[src/rtl/multi_timer_if.sv]
// multi_timer register bus: word-addressed reads/writes
// plus the per-channel and combined interrupt outputs.
interface multi_timer_if #(
  parameter int NUM_CH = 4,
  parameter int CH_AW  = (NUM_CH > 1) ? $clog2(NUM_CH) : 1
);
  logic [CH_AW+1:0]  addr;
  logic              we;
  logic [31:0]       wd;
  logic [31:0]       rd;
  logic [NUM_CH-1:0] irq_vec;
  logic              irq;

  modport master (
    output addr, we, wd,
    input  rd, irq_vec, irq
  );

  modport slave (
    input  addr, we, wd,
    output rd, irq_vec, irq
  );
endinterface

[src/rtl/multi_timer.sv]
// multi_timer: NUM_CH prescaled down-counters with one-shot or
// periodic reload, sticky W1C pending flags and a masked IRQ.
module multi_timer #(
  parameter int NUM_CH = 4,
  parameter int WIDTH  = 32,
  parameter int CH_AW  = (NUM_CH > 1) ? $clog2(NUM_CH) : 1
) (
  input logic         clk,
  input logic         rst_n,
  multi_timer_if.slave bus
);

  typedef enum logic [1:0] {
    IDLE = 2'd0,
    LOAD = 2'd1,
    CNT  = 2'd2,
    EXP  = 2'd3
  } state_t;

  state_t            state  [NUM_CH];
  logic [7:0]        psc    [NUM_CH];
  logic [7:0]        pre    [NUM_CH];
  logic [WIDTH-1:0]  preset [NUM_CH];
  logic [WIDTH-1:0]  count  [NUM_CH];
  logic [NUM_CH-1:0] en;
  logic [NUM_CH-1:0] mode;
  logic [NUM_CH-1:0] im;
  logic [NUM_CH-1:0] pend;

  logic [CH_AW-1:0]  ch;
  logic [1:0]        rsel;
  logic              ch_ok;
  logic [NUM_CH-1:0] sel;
  logic [NUM_CH-1:0] tick;

  assign ch    = bus.addr[CH_AW+1:2];
  assign rsel  = bus.addr[1:0];
  assign ch_ok = {1'b0, ch} < (CH_AW+1)'(NUM_CH);

  // per-channel write select and prescaler tick
  always_comb begin
    for (int c = 0; c < NUM_CH; c++) begin
      sel[c]  = bus.we && ch_ok && (ch == CH_AW'(c));
      tick[c] = (pre[c] == psc[c]);
    end
  end

  // channel FSMs, then register writes (a write overrides FSM updates)
  always_ff @(posedge clk or negedge rst_n) begin
    if (!rst_n) begin
      en   <= '0;
      mode <= '0;
      im   <= '0;
      pend <= '0;
      for (int c = 0; c < NUM_CH; c++) begin
        state[c]  <= IDLE;
        psc[c]    <= '0;
        pre[c]    <= '0;
        preset[c] <= '0;
        count[c]  <= '0;
      end
    end else begin
      for (int c = 0; c < NUM_CH; c++) begin
        if (sel[c] && rsel == 2'd3 && bus.wd[0])
          pend[c] <= 1'b0;
        unique case (state[c])
          IDLE: begin
            if (en[c])
              state[c] <= LOAD;
          end
          LOAD: begin
            count[c] <= preset[c];
            pre[c]   <= '0;
            state[c] <= CNT;
          end
          CNT: begin
            if (!en[c]) begin
              state[c] <= IDLE;
            end else if (tick[c]) begin
              pre[c] <= '0;
              if (count[c] <= WIDTH'(1)) begin
                count[c] <= '0;
                pend[c]  <= 1'b1;
                state[c] <= EXP;
              end else begin
                count[c] <= count[c] - WIDTH'(1);
              end
            end else begin
              pre[c] <= pre[c] + 8'd1;
            end
          end
          EXP: begin
            if (!mode[c])
              en[c] <= 1'b0;
            state[c] <= (mode[c] && en[c]) ? LOAD : IDLE;
          end
          default: state[c] <= IDLE;
        endcase
        if (sel[c] && rsel == 2'd0) begin
          en[c]   <= bus.wd[0];
          mode[c] <= bus.wd[1];
          im[c]   <= bus.wd[3];
          psc[c]  <= bus.wd[15:8];
        end
        if (sel[c] && rsel == 2'd1)
          preset[c] <= bus.wd[WIDTH-1:0];
      end
    end
  end

  // read mux, zero for absent channels
  always_comb begin
    bus.rd = '0;
    if (ch_ok) begin
      unique case (rsel)
        2'd0: bus.rd = {16'b0, psc[ch], 4'b0,
                        im[ch], 1'b0, mode[ch], en[ch]};
        2'd1: bus.rd[WIDTH-1:0] = preset[ch];
        2'd2: bus.rd[WIDTH-1:0] = count[ch];
        2'd3: bus.rd[0] = pend[ch];
      endcase
    end
  end

  assign bus.irq_vec = pend & im;
  assign bus.irq     = |(pend & im);

endmodule

[src/flat_wrapper.sv]
// flat-port wrapper written by rule: the top's interface ports become plain ports
module multi_timer_flat 
#(
  parameter int NUM_CH = 4,
  parameter int WIDTH  = 32,
  parameter int CH_AW  = (NUM_CH > 1) ? $clog2(NUM_CH) : 1
)
  (clk, rst_n, bus_addr, bus_we, bus_wd, bus_rd, bus_irq_vec, bus_irq);
  multi_timer_if #(.NUM_CH(NUM_CH), .CH_AW(CH_AW)) bus_i ();
  input logic clk;
  input logic rst_n;
  input wire logic [$bits(bus_i.addr)-1:0] bus_addr;
  input wire logic [$bits(bus_i.we)-1:0] bus_we;
  input wire logic [$bits(bus_i.wd)-1:0] bus_wd;
  output wire logic [$bits(bus_i.rd)-1:0] bus_rd;
  output wire logic [$bits(bus_i.irq_vec)-1:0] bus_irq_vec;
  output wire logic [$bits(bus_i.irq)-1:0] bus_irq;
  assign bus_i.addr = bus_addr;
  assign bus_i.we = bus_we;
  assign bus_i.wd = bus_wd;
  assign bus_rd = bus_i.rd;
  assign bus_irq_vec = bus_i.irq_vec;
  assign bus_irq = bus_i.irq;
  multi_timer #(.NUM_CH(NUM_CH), .WIDTH(WIDTH), .CH_AW(CH_AW)) u_core (.clk(clk), .rst_n(rst_n), .bus(bus_i));
endmodule
[config.mk]
export PLATFORM = sky130hd
export DESIGN_NAME = multi_timer_flat
export DESIGN_NICKNAME = d
export VERILOG_FILES = /design/src/rtl/multi_timer_if.sv /design/src/rtl/multi_timer.sv /design/src/flat_wrapper.sv
export SDC_FILE = /design/constraint.sdc
export NUM_CORES = 1
export LEC_CHECK = 0
export CAP_MARGIN = 20
export CORE_MARGIN = 4
export CORE_UTILIZATION = 30
export CTS_BUF_LIST = sky130_fd_sc_hd__clkbuf_4
export CTS_CLUSTER_DIAMETER = 80
export DETAILED_ROUTE_END_ITERATION = 10
export PLACE_DENSITY_LB_ADDON = 0.12
export SYNTH_ARGS = -nofsm -noshare
export SYNTH_HDL_FRONTEND = slang
export SYNTH_SLANG_ARGS = --single-unit
[constraint.sdc]
create_clock -name clk -period 4.9 [get_ports clk]
set_input_delay 1.47 -clock clk [delete_from_list [all_inputs] [get_ports clk]]
set_output_delay 1.47 -clock clk [all_outputs]
set_load 0.005 [all_outputs]
[Word level (Yosys, flattened, before mapping)]
Index checks and enable logic that the tools add are counted.
Word-level totals
  flip-flop bits (word level): 344
  output and inout bits: 37
Cells by class
  $add $sub $neg: 8
  $lt $le $gt $ge: 6
  eq/ne operators: 46
  muxes and demuxes: 103
  bitwise logic cells: 2
  reductions and logical operators: 55
Operator list (count)
  $mux W32: 16
  $pmux W32 S2: 4
  $bmux W32 S2: 2
  $le A32 B1 Y1 const B: 4
  $sub A32 B1 Y32 const B: 4
  $pmux W31 S3: 1
  $mux W8: 10
  $pmux W8 S2: 4
  $mux W1: 40
  $add A8 B1 Y8 const B: 4
  $eq A8 B8 Y1: 4
  $mux W2: 16
  $pmux W2 S4: 4
  $eq A2 B2 Y1 const B: 12
  $logic_and A1 B1 Y1: 24
  $ne A2 B1 Y1 const B: 12
  $ne A3 B3 Y1 const B: 8
  $reduce_and A3 Y1: 8
  $bmux W8 S2: 1
  $reduce_and A2 Y1: 8
  $reduce_bool A2 Y1: 8
  $eq A2 B1 Y1 const B: 6
  $logic_not A2 Y1: 6
  $bmux W1 S2: 4
  other kinds (7): 10

[Depth between registers and ports, before layout]
Gate-level depths: netlist of the first run.
  word-level depth: 9
  depth in mapped cells: 9

[Worst setup path before layout of the first run]
No wires, ideal clock.
  path type: in2out
  from: in bus_addr[2]
  to: out bus_rd[17]
  arrival: 3.169 ns
  path slack: 0.261 ns
  stages on the path: 5
  buffers on the path: 3
  path through: clkbuf_1 buf_2 buf_2 mux4_2 a22o_1
Between the ends
  word-level cells in the longest chain between the ends: 5
  elaborated cells between the ends (all ways): 8
  classes of those cells: mux: 7; bitwise: 1
Ends and longest elaborated chain
  start, declared: line flat_wrapper.sv:12  | input wire logic [$bits(bus_i.addr)-1:0] bus_addr;
  $not A2 Y3 (implied by the code) (*): line multi_timer.sv:118, multi_timer.sv:119
  $bmux W32 S2, on equally long branches: line multi_timer.sv:119, multi_timer.sv:118
  $mux W32, on equally long branches (2 in a row): line multi_timer.sv:119, multi_timer.sv:118
  $pmux W31 S3 (*): line multi_timer.sv:115  | unique case (rsel)
  end, declared: line flat_wrapper.sv:15  | output wire logic [$bits(bus_i.rd)-1:0] bus_rd;
Every way passes the cells marked *; elsewhere a longest branch is shown, timed or not. The select of a mux whose other input is x is not followed.

[Worst setup path in the final report of the first run]
  from: in bus_addr[0]
  to: out bus_rd[6]
Between the ends
  word-level cells in the longest chain between the ends: 2
  elaborated cells between the ends (all ways): 4
  classes of those cells: eq/ne: 2; mux: 1; reduce/logical: 1
Ends and longest elaborated chain (line)
  $eq A2 B2 Y1, or another cell as far along: multi_timer.sv:115
  $pmux W31 S3 (*): multi_timer.sv:115
Every way passes the cells marked *; elsewhere a longest branch is shown, timed or not.

==> flow_summary.yaml, run 1 <==
placed_design:
  globalplace.congestion: 0.911
  buffer_ports.inserted: 75
  dpl.cell_count: 2937
  preCtsSetupSlack_ps: 24.9
  post-dp-hpwl_um: 64300
cells_and_area:
  post-route-util_pct: 35.2
  finish.cell_count_without_fillers: 3110
  syn2layout_area_growth_pct: 16.1
  design.final.nets: 2179
  drive_above_1_share_pct: 23.1
clocking:
  tritoncts: "built"
  clk_transition_reported_paths_ps: 60
  max-clock-path-buffers: 3
  cts_htree_levels: 3
  cts-buffers-inserted: 99
  cts.repair_timing.setup_buffer_count: 0
  tritoncts_num_sinks: 344
  clock_tree.root_cell: "sky130_fd_sc_hd__clkbuf_4"
  clock_latency_on_the_worst_skew_pair_ps: 860
yosys:
  synthesis.yosys.warnings: 0
  synth.cell_area_um2: 20800
  ys_seq_elements: 344
  synth_largest_area_cell: "sky130_fd_sc_hd__dfrtp_1"
  synthArstFlopShare_pct: 100
  synth-edff-count: 0
  synth.distinct_cells: 77
  synthesis.instances: 2006
  synth_nets: 2075
  synth.top_cell.area_share_pct: 41.3
  leading_cell_type_by_number_of_instances_after_synthesis: "sky130_fd_sc_hd__dfrtp_1"
  post_synth.cell_area_avg_um2: 10.4
  share_of_synthesized_area_occupied_by_flip_flops_and_latches_pct: 41.3
  synth_top_cells_by_count: "sky130_fd_sc_hd__dfrtp_1 (344), sky130_fd_sc_hd__mux2_2 (165), sky130_fd_sc_hd__nand2_1 (133)"
  ys.flop_type: "sky130_fd_sc_hd__dfrtp_1"
  synthTopCellsByArea: "sky130_fd_sc_hd__dfrtp_1 (41%), sky130_fd_sc_hd__mux2_2 (8.9%), sky130_fd_sc_hd__mux4_2 (8.3%)"
sta:
  clock.fmax_mhz: 207
  slew-limit-headroom_pct: 28.5
  final_worst_path_period_need_ps: 4830
  setup_tns_ps: 0
  timing.final.hold_violations: 0
  finalSetupViolCount: 0
  clock-skew-final_ps: 48.1
  worst_slew_pin_slew_ps: 1070
  finalWorstSetupSlack_ps: 72.6
  final_slew_viol_count: 0
  rsz0062_at_grt: "false"
  finalCritPeriodShare_pct: 98.5
setup_path:
  timing.critical_path.max_delay_family: "buffers and inverters"
  ff2ff_setup_slack_ps: 1320
  crit_type: "in -> out"
  worst_setup_path_end_kind: "output pin"
  slowest_delay_ps: 620
  worst_ep_arrival_time_ps: 3360
  crit_path_top_delay_cell: "sky130_fd_sc_hd__clkdlybuf4s50_1"
  critical_path.startpoint_type: "input port"
  crit_buf_inv: 3
  timing.critical_path.required_ps: 3430
  rr_endpoint: "u_core.count[12]"
  critical_r2r_launch: "u_core.count[12]"
  critical_path_cell_by_cell: "clkdlybuf4s50_1 -> nor2b_2 -> buf_12 -> a22o_1 -> clkdlybuf4s50_1"
  timing.critical_path.mode_cell: "sky130_fd_sc_hd__clkdlybuf4s50_1"
  r2r.worst_path.cells: 6
  critPathMaxFanout: 21
drt:
  post_drt_via_cell_ratio: 5.88
  drtIter0Drc: 1784
  post-route-drc-count: 0
  via_count: 18300
  drtPass1Iterations: 5
  drt-total-wl_um: 85800
  residual_antenna_violating_net_count_after_detailed_routing: 0
  route.detailed.wl_per_inst_um: 27.6
status:
  outcome: "finished, final reports clean"
grt:
  grt_antenna_before_repair: 7
  grt_pass1_wl_um: 125000
  pin_count_of_the_biggest_net_entering_global_routing: 95
  grt_pass1_vias: 17900
  global_route.usage.total_pct: 22.8
  globalRouteOverflowTotal: 0
hold_path:
  hold_path_startpoint: "u_core.im[0]"
  hold_class: "reg -> reg"
  holdPathStages: 1
  min_delay_worst_endpoint: "u_core.im[0]"
power:
  power-per-cell-area_nw_per_um2: 605
  total_power_mw: 14.6
  vdd_drop_max_v: 0.000240
  power.static_leakage_nw: 9.66
floorplan:
  coreArea_um2: 68700
  core.rowCount: 96
  dieHeight_um: 272
  floorplan.die_area_um2: 73800
  number_of_i_o_pins: 76
  chipWidth_um: 272
  initial_core_util_pct: 30.3
flow_run:
  cap_violations: 0
-- what timing repair did --
action | in CTS | in global routing
gates resized for setup | 0 | 1
endpoints found under the hold margin | 0 | 0
endpoints found under the setup margin | 0 | 25
hold buffers | 0 | 0
-- cells in the final DEF (no fill, tap or decap), drive strengths merged, types with 13 or more instances in the layout --
master / n
nand3: 47
dfrtp: 344
clkbuf: 143
o2bb2ai: 16
a22oi: 24
xnor2: 16
clkinv: 23
inv: 89
nor4: 52
ha: 30
clkdlybuf4s50: 72
nand2: 133
or3: 25
o221ai: 17
and2: 16
or4: 25
nor2b: 43
a21oi: 36
mux4: 77
mux2i: 13
a32oi: 17
buf: 66
nand2b: 13
o31ai: 15
a22o: 57
o211ai: 14
xor2: 32
a31oi: 66
nor3: 76
o21ai: 100
and3: 16
mux2: 165
nand4: 45
o22ai: 40
nor2: 87
-- cell type report --
type / count / area [um2]
sequential: 344 / 8610
multi-input combinational: 1437 / 11400
antenna: 2 / 5.00
tap: 931 / 1160
clock buffer: 142 / 1070
clock inverter: 26 / 176
fill: 7013 / 44500
inverter: 89 / 334
timing repair buffer: 139 / 1420
-- report_power, final --
part	switching [mW]	total (mW)	internal (mW)
Combinational	3.67	6.34	2.68
Sequential	1.79	5.51	3.72
Clock	1.32	2.79	1.47
-- logic make-up after synthesis --
family | Yosys count | share of synthesized area [%]
simple gates | 616 | 16.1
compound gates | 488 | 16.6
flops | 344 | 41.3
mux | 255 | 17.9
buf+inv | 225 | 4.27
xor+xnor | 48 | 2.02
fa+ha+maj | 30 | 1.80
-- layer usage --
| metal | routed length, um | track usage, % |
|---|---|---|
| met1 | 38400 | 31.7 |
| met2 | 38800 | 35.4 |
| met3 | 5490 | 4.02 |
| met4 | 3140 | 8.94 |
| met5 | 0 | 0 |
-- registers in the layout, indices dropped and copies added, names as in the netlist --
name           flops
u_core.psc        32
u_core.count     128
u_core.state       8
u_core.en          4
u_core.mode        4
u_core.pre        32
u_core.im          4
u_core.pend        4
u_core.preset    128
-- worst max-delay path by stage --
stage / slack, ps / from / cells past startpoint / end
global placement: 40 / bus_addr[2] / 5 / bus_rd[23]
CTS: 20 / bus_addr[2] / 4 / bus_rd[0]
finish: 70 / bus_addr[0] / 5 / bus_rd[6]
floorplan: 260 / bus_addr[2] / 5 / bus_rd[17]
global route: 9 / bus_addr[0] / 5 / bus_rd[10]
detailed placement: 20 / bus_addr[2] / 4 / bus_rd[0]
-- per-stage QoR --
step           hold slack [ps]  area, um2
3_5_place_dp               511      22900
6_report                   524      24200
2_1_floorplan              461      20800
4_1_cts                    523      24100
3_3_place_gp               514      22900
5_1_grt                    549      24200
Note: power is estimated with default switching activity, not from simulation.
==> run 2, diff against run 1 <==
==> constraint.sdc (replaced) <==
create_clock -name clk -period 4.9 [get_ports clk]
set_input_delay 1.47 -clock clk [delete_from_list [all_inputs] [get_ports clk]]
set_output_delay 1.47 -clock clk [all_outputs]
set_load 0.01 [all_outputs]
==> flow_summary.yaml, run 2 (synthesized netlist as in run 1, its figures left out) <==
cells_and_area:
  drive_above_1_share_pct: 23.4
  post-route-util_pct: 35.3
  layout_commonest_cell: "sky130_fd_sc_hd__dfrtp_1"
  most_frequent_cells_in_the_layout: "sky130_fd_sc_hd__dfrtp_1 (344), sky130_fd_sc_hd__mux2_2 (165), sky130_fd_sc_hd__clkbuf_4 (149), sky130_fd_sc_hd__nand2_1 (133), sky130_fd_sc_hd__o21ai_0 (97)"
  biggest_regs: "u_core.count x128, u_core.preset x128"
  design_area_um2: 24200
  multiInputGateArea_um2: 11400
  design.final.nets: 2185
  num-fill-cells: 7077
  area.sequential_um2: 8610
  syn2layout_area_growth_pct: 16.2
drt:
  residual_antenna_violating_net_count_after_detailed_routing: 0
  drtPass1Iterations: 5
  drtIter0Drc: 1477
  post_drt_via_cell_ratio: 5.88
  via_count: 18400
  post-route-drc-count: 0
  route.detailed.wl_per_inst_um: 27.3
  drt-total-wl_um: 85500
setup_path:
  rr_endpoint: "u_core.count[30]"
  crit_path_top_delay_cell: "sky130_fd_sc_hd__clkdlybuf4s50_1"
  critical_path.startpoint_type: "input port"
  worst_ep_arrival_time_ps: 3350
  crit_buf_inv: 3
  ff2ff_setup_slack_ps: 1340
  crit_type: "in -> out"
  timing.critical_path.required_ps: 3430
  slowest_delay_ps: 620
  critical_r2r_launch: "u_core.count[8]"
  critical_path_cell_by_cell: "clkdlybuf4s50_1 -> nor2b_2 -> buf_12 -> a22o_1 -> clkdlybuf4s50_1"
  worst_setup_path_end_kind: "output pin"
  critPathMaxFanout: 21
  timing.critical_path.mode_cell: "sky130_fd_sc_hd__clkdlybuf4s50_1"
  r2r.worst_path.cells: 6
  timing.critical_path.max_delay_family: "buffers and inverters"
sta:
  worst_slew_pin_slew_ps: 1140
  clock.fmax_mhz: 207
  final_worst_path_period_need_ps: 4820
  finalSetupViolCount: 0
  clock-skew-final_ps: 59.5
  slew-limit-headroom_pct: 24.0
  finalCritPeriodShare_pct: 98.4
  whs_ps: 534
  timing.final.hold_violations: 0
  final_slew_viol_count: 0
  rsz0062_at_grt: "false"
floorplan:
  dieHeight_um: 272
  number_of_i_o_pins: 76
  coreArea_um2: 68700
  core.rowCount: 96
  initial_core_util_pct: 30.3
  chipWidth_um: 272
  floorplan.die_area_um2: 73800
grt:
  grt_pass1_wl_um: 125000
  pin_count_of_the_biggest_net_entering_global_routing: 89
  grt_pass1_vias: 17900
  globalRouteOverflowTotal: 0
  grt_antenna_before_repair: 5
  global_route.usage.total_pct: 22.6
clocking:
  cts_repair_resize_count: 1
  max-clock-path-buffers: 3
  clk_transition_reported_paths_ps: 60
  cts_htree_levels: 3
  cts.repair_timing.setup_buffer_count: 0
  cts_hold_buffers: 0
  clock_tree.root_cell: "sky130_fd_sc_hd__clkbuf_4"
  cts-buffers-inserted: 104
  clock_latency_on_the_worst_skew_pair_ps: 900
  tritoncts: "built"
  tritoncts_num_sinks: 344
placed_design:
  buffer_ports.inserted: 75
  post-dp-hpwl_um: 63700
  globalplace.congestion: 0.906
  post_placement_cell_area_um2: 22900
power:
  power-per-cell-area_nw_per_um2: 604
  power.static_leakage_nw: 9.68
  vdd_drop_max_v: 0.000264
hold_path:
  hold_path_startpoint: "u_core.im[0]"
  min_delay_worst_endpoint: "u_core.im[0]"
  holdPathStages: 1
  hold_class: "reg -> reg"
flow_run:
  cap_violations: 0
status:
  outcome: "finished, final reports clean"
## run 2: cell types whose count changed in the layout (fill, tap and decap cells not counted), moves of 2 or more
cell / delta
sky130_fd_sc_hd__buf_4: +4
sky130_fd_sc_hd__clkbuf_4: +6
sky130_fd_sc_hd__clkinv_2: +2
sky130_fd_sc_hd__diode_2: +3
sky130_fd_sc_hd__bufinv_16: -2
sky130_fd_sc_hd__clkinvlp_4: +2
sky130_fd_sc_hd__buf_12: -2
sky130_fd_sc_hd__clkinv_1: +9
## run 2: report_power, final
group          internal, mW  switching (mW)
registers              3.72            1.77
clock network          1.44            1.38
logic                  2.65            3.67
## run 2: per-stage QoR
| stage | setup TNS [ps] | setup slack, ps | power [mW] | instances |
|---|---|---|---|---|
| 2_1_floorplan | 0 | 235 | 8.96 | 2006 |
| 3_3_place_gp | 0 | 6.63 | 11.6 | 2939 |
| 3_5_place_dp | -44.6 | -37.9 | 11.7 | 2939 |
| 4_1_cts | 0 | 55.9 | 14.6 | 3126 |
| 5_1_grt | 0 | 35.6 | 15.5 | 3131 |
| 6_report | 0 | 78.4 | 14.6 | 3133 |
## run 2: how the worst max path moves through the flow
stage | from | end | slack (ps) | depth (start not counted)
after CTS | bus_addr[0] | bus_rd[11] | 60 | 5
after floorplan | bus_addr[2] | bus_rd[17] | 240 | 5
after global placement | bus_addr[2] | bus_rd[9] | 7 | 6
after global routing | bus_addr[0] | bus_rd[17] | 40 | 5
after detailed placement | bus_addr[2] | bus_rd[12] | -40 | 6
final | bus_addr[0] | bus_rd[4] | 80 | 5
## run 2: worst reg2reg max path: cells and delay by family, from the launching register on
kind | cells | cell delay, ps
flip-flops | 1 | 500
AND/OR/NAND/NOR | 4 | 2220
AO/OA/AOI/OAI | 1 | 160
buffers and inverters | 1 | 530
## run 2: area by class of cell
cell class | count | area share, %
multi-input cells | 1437 | 47.2
well taps | 931 | 4.81
clock buffers | 149 | 4.62
flip-flops and latches | 344 | 35.5
clock inverters | 38 | 0.738
inverters | 89 | 1.38
diodes | 5 | 0.0516
repair buffers | 140 | 5.71
## run 2: metal layers
layer	part of all wire [%]	GRT usage [%]
met3	6.5	4.60
met5	0	0
met2	45	35.3
met1	45	31.4
met4	3.3	7.65
